File: src/rtl/serial_word_assembler_pkg.sv
// Shared definitions for the serial word assembler.
//   state_t   : FSM states (COLLECT gathers bits, HOLD parks a finished word)
//   cnt_width : width of the bit counter, wide enough to hold 0..w inclusive
package serial_word_assembler_pkg;

    typedef enum logic {
        COLLECT = 1'b0,
        HOLD    = 1'b1
    } state_t;

    localparam int DEFAULT_DATA_WIDTH = 32;

    function automatic int cnt_width(input int w);
        return $clog2(w + 1);
    endfunction

endpackage

File: src/rtl/serial_word_assembler_if.sv
// Handshake bundle for the serial word assembler.
//   din/din_valid/din_ready      : serial input bit stream
//   lsb_first                    : bit order of the word being started
//   dout/dout_valid/dout_ready   : parallel word output
//   bit_count                    : bits collected into the current word
// Modports: slave = assembler side, master = producer/consumer side.
interface serial_word_assembler_if
    import serial_word_assembler_pkg::*;
#(
    parameter int DATA_WIDTH = DEFAULT_DATA_WIDTH
);
    logic                                din;
    logic                                din_valid;
    logic                                din_ready;
    logic                                lsb_first;
    logic [DATA_WIDTH-1:0]               dout;
    logic                                dout_valid;
    logic                                dout_ready;
    logic [cnt_width(DATA_WIDTH)-1:0]    bit_count;

    modport slave (
        input  din, din_valid, lsb_first, dout_ready,
        output din_ready, dout, dout_valid, bit_count
    );

    modport master (
        output din, din_valid, lsb_first, dout_ready,
        input  din_ready, dout, dout_valid, bit_count
    );

endinterface

File: src/rtl/serial_shift_collector.sv
// Shift register, bit counter and bit-order select for the assembler.
//   i_accept    : a bit is taken this cycle
//   i_din       : the serial bit
//   i_lsb_first : order request, only sampled with the first bit of a word
//   i_clear     : restart the counter (word left for the output register)
//   o_word      : registered shift contents (the full word while held)
//   o_next_word : shift contents including the bit accepted this cycle
//   o_count     : bits collected into the current word
//   o_last      : the bit accepted this cycle completes the word
module serial_shift_collector
    import serial_word_assembler_pkg::*;
#(
    parameter  int DATA_WIDTH = DEFAULT_DATA_WIDTH,
    localparam int CW         = cnt_width(DATA_WIDTH)
) (
    input  logic                  clk,
    input  logic                  reset,
    input  logic                  i_accept,
    input  logic                  i_din,
    input  logic                  i_lsb_first,
    input  logic                  i_clear,
    output logic [DATA_WIDTH-1:0] o_word,
    output logic [DATA_WIDTH-1:0] o_next_word,
    output logic [CW-1:0]         o_count,
    output logic                  o_last
);

    logic [DATA_WIDTH-1:0] r_shift;
    logic [CW-1:0]         r_count;
    logic                  r_order;
    logic                  w_first;
    logic                  w_order;
    logic [DATA_WIDTH-1:0] w_shifted;

    // The first bit of a word uses the live order input; later bits use the
    // value latched with that first bit so mid-word changes are ignored.
    assign w_first = (r_count == '0);
    assign w_order = w_first ? i_lsb_first : r_order;

    // MSB-first shifts left so the first bit ends at the top; LSB-first
    // shifts right so the first bit ends at bit 0.
    assign w_shifted = w_order ? {i_din, r_shift[DATA_WIDTH-1:1]}
                               : {r_shift[DATA_WIDTH-2:0], i_din};

    assign o_word      = r_shift;
    assign o_next_word = w_shifted;
    assign o_count     = r_count;
    assign o_last      = i_accept && (r_count == CW'(DATA_WIDTH - 1));

    always_ff @(posedge clk or posedge reset) begin
        if (reset) begin
            r_shift <= '0;
            r_count <= '0;
            r_order <= 1'b0;
        end else begin
            if (i_accept) begin
                r_shift <= w_shifted;
                if (w_first) begin
                    r_order <= i_lsb_first;
                end
            end
            if (i_clear) begin
                r_count <= '0;
            end else if (i_accept) begin
                r_count <= r_count + CW'(1);
            end
        end
    end

endmodule

File: src/rtl/serial_word_assembler.sv
// Serial-to-parallel word assembler.
//   clk, reset : clock and asynchronous active-high reset
//   bus        : slave side of serial_word_assembler_if (serial input,
//                parallel output handshake, bit order, bit count)
// A finished word goes straight into the output register when it is empty
// or draining; otherwise it waits in the collector (HOLD) until it can.
module serial_word_assembler
    import serial_word_assembler_pkg::*;
#(
    parameter int DATA_WIDTH = DEFAULT_DATA_WIDTH
) (
    input  logic                    clk,
    input  logic                    reset,
    serial_word_assembler_if.slave  bus
);

    localparam int CW = cnt_width(DATA_WIDTH);

    state_t                r_state;
    state_t                w_next_state;
    logic [DATA_WIDTH-1:0] r_dout;
    logic                  r_dout_valid;
    logic [DATA_WIDTH-1:0] w_word;
    logic [DATA_WIDTH-1:0] w_next_word;
    logic [DATA_WIDTH-1:0] w_load_word;
    logic [CW-1:0]         w_count;
    logic                  w_accept;
    logic                  w_last;
    logic                  w_drain;
    logic                  w_out_free;
    logic                  w_load;
    logic                  w_clear;

    assign w_accept   = bus.din_valid && (r_state == COLLECT);
    assign w_drain    = r_dout_valid && bus.dout_ready;
    assign w_out_free = !r_dout_valid || bus.dout_ready;

    serial_shift_collector #(
        .DATA_WIDTH (DATA_WIDTH)
    ) u_collector (
        .clk         (clk),
        .reset       (reset),
        .i_accept    (w_accept),
        .i_din       (bus.din),
        .i_lsb_first (bus.lsb_first),
        .i_clear     (w_clear),
        .o_word      (w_word),
        .o_next_word (w_next_word),
        .o_count     (w_count),
        .o_last      (w_last)
    );

    always_ff @(posedge clk or posedge reset) begin
        if (reset) begin
            r_state <= COLLECT;
        end else begin
            r_state <= w_next_state;
        end
    end

    always_comb begin
        w_next_state = r_state;
        w_load       = 1'b0;
        w_clear      = 1'b0;
        w_load_word  = w_next_word;
        case (r_state)
            COLLECT: begin
                if (w_last) begin
                    if (w_out_free) begin
                        w_load  = 1'b1;
                        w_clear = 1'b1;
                    end else begin
                        w_next_state = HOLD;
                    end
                end
            end
            HOLD: begin
                if (w_drain) begin
                    w_load       = 1'b1;
                    w_clear      = 1'b1;
                    w_load_word  = w_word;
                    w_next_state = COLLECT;
                end
            end
            default: begin
                w_next_state = COLLECT;
            end
        endcase
    end

    always_ff @(posedge clk or posedge reset) begin
        if (reset) begin
            r_dout       <= '0;
            r_dout_valid <= 1'b0;
        end else if (w_load) begin
            r_dout       <= w_load_word;
            r_dout_valid <= 1'b1;
        end else if (w_drain) begin
            r_dout_valid <= 1'b0;
        end
    end

    assign bus.din_ready  = (r_state == COLLECT);
    assign bus.dout       = r_dout;
    assign bus.dout_valid = r_dout_valid;
    assign bus.bit_count  = w_count;

endmodule

File: src/flat_wrapper.sv
// flat-port wrapper written by rule: the top's interface ports become plain ports
module serial_word_assembler_flat import serial_word_assembler_pkg::*;
#(
    parameter int DATA_WIDTH = DEFAULT_DATA_WIDTH
)
  (clk, reset, bus_din, bus_din_valid, bus_lsb_first, bus_dout_ready, bus_din_ready, bus_dout, bus_dout_valid, bus_bit_count);
  serial_word_assembler_if #(.DATA_WIDTH(DATA_WIDTH)) bus_i ();
  input  logic clk;
  input  logic reset;
  input wire logic [$bits(bus_i.din)-1:0] bus_din;
  input wire logic [$bits(bus_i.din_valid)-1:0] bus_din_valid;
  input wire logic [$bits(bus_i.lsb_first)-1:0] bus_lsb_first;
  input wire logic [$bits(bus_i.dout_ready)-1:0] bus_dout_ready;
  output wire logic [$bits(bus_i.din_ready)-1:0] bus_din_ready;
  output wire logic [$bits(bus_i.dout)-1:0] bus_dout;
  output wire logic [$bits(bus_i.dout_valid)-1:0] bus_dout_valid;
  output wire logic [$bits(bus_i.bit_count)-1:0] bus_bit_count;
  assign bus_i.din = bus_din;
  assign bus_i.din_valid = bus_din_valid;
  assign bus_i.lsb_first = bus_lsb_first;
  assign bus_i.dout_ready = bus_dout_ready;
  assign bus_din_ready = bus_i.din_ready;
  assign bus_dout = bus_i.dout;
  assign bus_dout_valid = bus_i.dout_valid;
  assign bus_bit_count = bus_i.bit_count;
  serial_word_assembler #(.DATA_WIDTH(DATA_WIDTH)) u_core (.clk(clk), .reset(reset), .bus(bus_i));
endmodule
File: config.mk
export PLATFORM = sky130hd
export DESIGN_NAME = serial_word_assembler_flat
export DESIGN_NICKNAME = d
export VERILOG_FILES = /design/src/rtl/serial_word_assembler_pkg.sv /design/src/rtl/serial_word_assembler_if.sv /design/src/rtl/serial_shift_collector.sv /design/src/rtl/serial_word_assembler.sv /design/src/flat_wrapper.sv
export SDC_FILE = /design/constraint.sdc
export NUM_CORES = 1
export LEC_CHECK = 0
export CAP_MARGIN = 20
export CELL_PAD_IN_SITES_DETAIL_PLACEMENT = 0
export CELL_PAD_IN_SITES_GLOBAL_PLACEMENT = 1
export CORE_UTILIZATION = 25
export CTS_BUF_LIST = sky130_fd_sc_hd__clkbuf_8 sky130_fd_sc_hd__clkbuf_16
export DETAILED_ROUTE_END_ITERATION = 10
export PLACE_DENSITY_LB_ADDON = 0.3
export RECOVER_POWER = 100
export SLEW_MARGIN = 20
export SYNTH_ARGS = -nofsm -noshare
export SYNTH_HDL_FRONTEND = slang
export SYNTH_SLANG_ARGS = --single-unit
File: constraint.sdc
create_clock -name clk -period 4.8 [get_ports clk]
set_clock_uncertainty 0.1 [all_clocks]
set_input_delay 0.96 -clock clk [delete_from_list [all_inputs] [get_ports clk]]
set_output_delay 0.96 -clock clk [all_outputs]
set_load 0.01 [all_outputs]
==> results.tsv <==
stage	metric	value	unit
run_status	status	finished, violations left	
run_status	failing checks	max-capacitance violations, max-slew violations	
floorplanning	Die H	128	um
power_and_ir_drop	Flop pwr share	41.7	%
floorplanning	Initial Utilization	25.9	%
logic_synthesis	largest cells by area after synthesis	dfrtp_1 (46%), nand2_1 (12%), o211ai_1 (12%), a2bb2oi_1 (7.0%), nand4_1 (5.3%)	
logic_synthesis	most numerous cell in the Yosys netlist	nand2_1	
cts	# H-tree levels	3	
detailed_routing	Metal-1 WL	5320	um
grt	vias in the first global route	3713	
cts	hold_buf cts	0	
detailed_routing	Routed WL per cell	15.6	um
cts	Root Driver	clkbuf_16	
detailed_routing	Final ANT Viol Nets	0	
floorplanning	I/O pin count	46	
logic_synthesis	Syn. warnings	0	
run	number of max-cap violations	1	
hold_path	Hold Path Class	flip-flop to flip-flop	
worst_setup_path	crit end category	flip-flop	
power_and_ir_drop	part of the power in combinational logic	30.6	%
cts	Post-CTS Resized	0	
worst_setup_path	crit path max fanout	41	
power_and_ir_drop	switching share of power	38.3	%
logic_synthesis	Post-synth EDFFs	0	
grt	largest net degree at the start of global routing	55	
sta	slew margin rel.	-22.3	%
floorplanning	die span in x	128	um
logic_synthesis	Primary FF master, synth	dfrtp_1	
cts	CTS tree	yes	
sta	# setup viols final	0	
sta	Period Utilization, post-route	74.9	%
sta	worst hold slack	470	ps
cts	Num Clock Sinks	73	
logic_synthesis	area leader, netlist	dfrtp_1	
worst_setup_path	Worst setup SP type	input pin	
worst_setup_path	max incr delay on CP	1340	ps
logic_synthesis	Synth Net Count	463	
logic_synthesis	proportion of netlist area held by the largest area contributor	45.7	%
power_and_ir_drop	Clock power frac	27.8	%
detailed_routing	met3 WL	406	um
sta	min Tclk post-route	3590	ps
worst_setup_path	kind of cell adding the most delay to the critical path	buffers and inverters	
worst_setup_path	WP data required	4950	ps
worst_setup_path	crit path buf inv count	2	
power_and_ir_drop	Pwr Density	492	nW/um^2
finish	fraction of layout cells with a size suffix above 1	5.98	%
detailed_routing	final WL	10800	um
finish	# diodes	0	
detailed_routing	DR DRC count	0	
logic_synthesis	Mapped Cells	455	
logic_synthesis	Syn Std Cell Area	4000	sq um
power_and_ir_drop	Sw Pwr	923	uW
logic_synthesis	Netlist cell types	31	
sta	Final Max Tran Viols	42	
grt	initial antenna violation count	0	
grt	global route overflow	0	
sta	setup TNS	0	ps
placed_design	port bufs	45	
detailed_routing	met2 wire length	4900	um
floorplanning	Die ar.	16500	sq um
finish	Final Net Count	488	
worst_setup_path	Data arrival, critical path	3750	ps
power_and_ir_drop	total leakage power	2.01	nW
cts	postcts setup bufs	0	
detailed_routing	1st-iter DRT viols	215	
logic_synthesis	Synth Register Bits	73	
finish	# fillers	1642	
sta	Peak Freq	278	MHz
detailed_routing	Via Count	3576	
grt	All-Layer GR Usage	14.3	%
logic_synthesis	sequential-to-total area share from yosys stat	45.7	%
logic_synthesis	Avg Cell Area, Syn	8.79	sq um
finish	P&R area growth vs syn	22.4	%
detailed_routing	vias per inst	5.14	
grt	first-pass GRT wire length	18800	um
logic_synthesis	Post-synth ARST share	100	%
worst_setup_path	slowest cell on the critical path	clkbuf_1	
floorplanning	core area	15400	sq um
floorplanning	Core Rows	45	
detailed_routing	max layer used	met4	
sta	final hold violation count	0	
placed_design	DP HPWL	6750	um
cts	CTS max path bufs	2	
cts	Reg clk slew, reported paths	60	ps
finish	final core occ	31.7	%
placed_design	gpl congestion	0.746	
sta	RSZ-0062 raised after global routing	no	
detailed_routing	drt pass-1 iters	4	
sta	Worst Tran Pin Value	1830	ps
power_and_ir_drop	peak supply drop	0.240	mV
power_and_ir_drop	Int Pwr	1.49	mW
cts	Skew-Pair Late Insertion Delay	340	ps
worst_setup_path	CP Cell Sequence	dlygate4sd3_1, nor2b_1, clkbuf_1, nand2_1, or3_1, o211ai_1	
logic_synthesis	Synth top cells by count	nand2_1 (133), dfrtp_1 (73), o211ai_1 (63)	
cts	CTS Buf Count	9	
worst_setup_path	crit path kind	input pin to flip-flop	
final timing paths:
| path | start | endpoint | slack, ps | cells past startpoint |
|---|---|---|---|---|
| worst max register to register | u_core.u_collector.o_count[0] | u_core.bus.dout[22] | 1930 | 6 |
| max in group asynchronous | reset | u_core.bus.dout[15] | 1420 | 3 |
| worst max-delay path | bus_din_valid | u_core.u_collector.o_word[29] | 1210 | 6 |
| worst min register to register | u_core.bus.dout_valid | u_core.r_state | 470 | 1 |
| worst min-delay path | u_core.bus.dout_valid | u_core.r_state | 470 | 1 |
| min in group asynchronous | reset | u_core.bus.dout[12] | 1390 | 2 |
power by group through the flow:
stage | Sequential [mW] | Clock (mW) | Combinational (mW)
after floorplan | 0.979 | 0 | 0.495
after global placement | 1.01 | 0 | 0.758
after detailed placement | 1.01 | 0 | 0.764
after CTS | 1.01 | 0.684 | 0.768
final | 1.00 | 0.669 | 0.736
after global routing | 1.04 | 0.711 | 0.827
logic make-up after synthesis:
logic type / share of synthesized area (%)
adder cells (fa/ha/maj): 0.625
multiplexers: 0.281
flip-flops: 45.7
AND/OR/NAND/NOR: 26.0
XOR/XNOR: 0.876
buffers and inverters: 5.79
AO/OA/AOI/OAI: 20.7
flip-flops by register name, summed over array words and instances, names as in the netlist:
register,count
u_core.bus.dout,32
u_core.u_collector.o_word,32
u_core.u_collector.o_count,6
u_core.bus.dout_valid,1
u_core.r_state,1
u_core.u_collector.r_order,1
cells in the final DEF, fill, tap and decap left out, drive strengths merged, types with 2 or more instances in the layout:
| cell | instances |
|---|---|
| nor2b | 2 |
| nand2b | 2 |
| nor2 | 7 |
| or3 | 29 |
| clkdlybuf4s50 | 3 |
| and3 | 5 |
| nand2 | 133 |
| dlygate4sd3 | 42 |
| a21oi | 4 |
| o211ai | 63 |
| xor2 | 3 |
| o21ai | 3 |
| ha | 2 |
| inv | 6 |
| nand4 | 34 |
| dfrtp | 73 |
| buf | 9 |
| nand3 | 4 |
| a31oi | 2 |
| clkinv | 2 |
| a2bb2oi | 32 |
| clkbuf | 17 |
per-layer routing:
layer	up-vias	GRT usage (%)
met1	1766	19.4
met3	15	2.49
met4	0	6.51
met5	-	0
met2	76	22.3
li1	1719	-
area by class of cell:
cell class	count	area [sq um]	area share, %
Clock buffer	13	280	5.72
Clock inverter	3	13.8	0.281
Inverter	5	18.8	0.383
Multi-Input combinational cell	333	1950	39.8
Sequential cell	73	1830	37.3
Tap cell	211	264	5.39
Timing Repair Buffer	58	546	11.1
stage by stage:
step / cells / total power, mW / setup WS [ps] / instance area [sq um]
6_report: 696 / 2.41 / 1210 / 4900
2_1_floorplan: 455 / 1.47 / 1890 / 4000
5_1_grt: 696 / 2.58 / 888 / 4900
3_5_place_dp: 680 / 1.78 / 1460 / 4620
4_1_cts: 696 / 2.46 / 1820 / 4910
3_3_place_gp: 680 / 1.77 / 1530 / 4620
No activity file was read; power rests on OpenSTA's default activity.
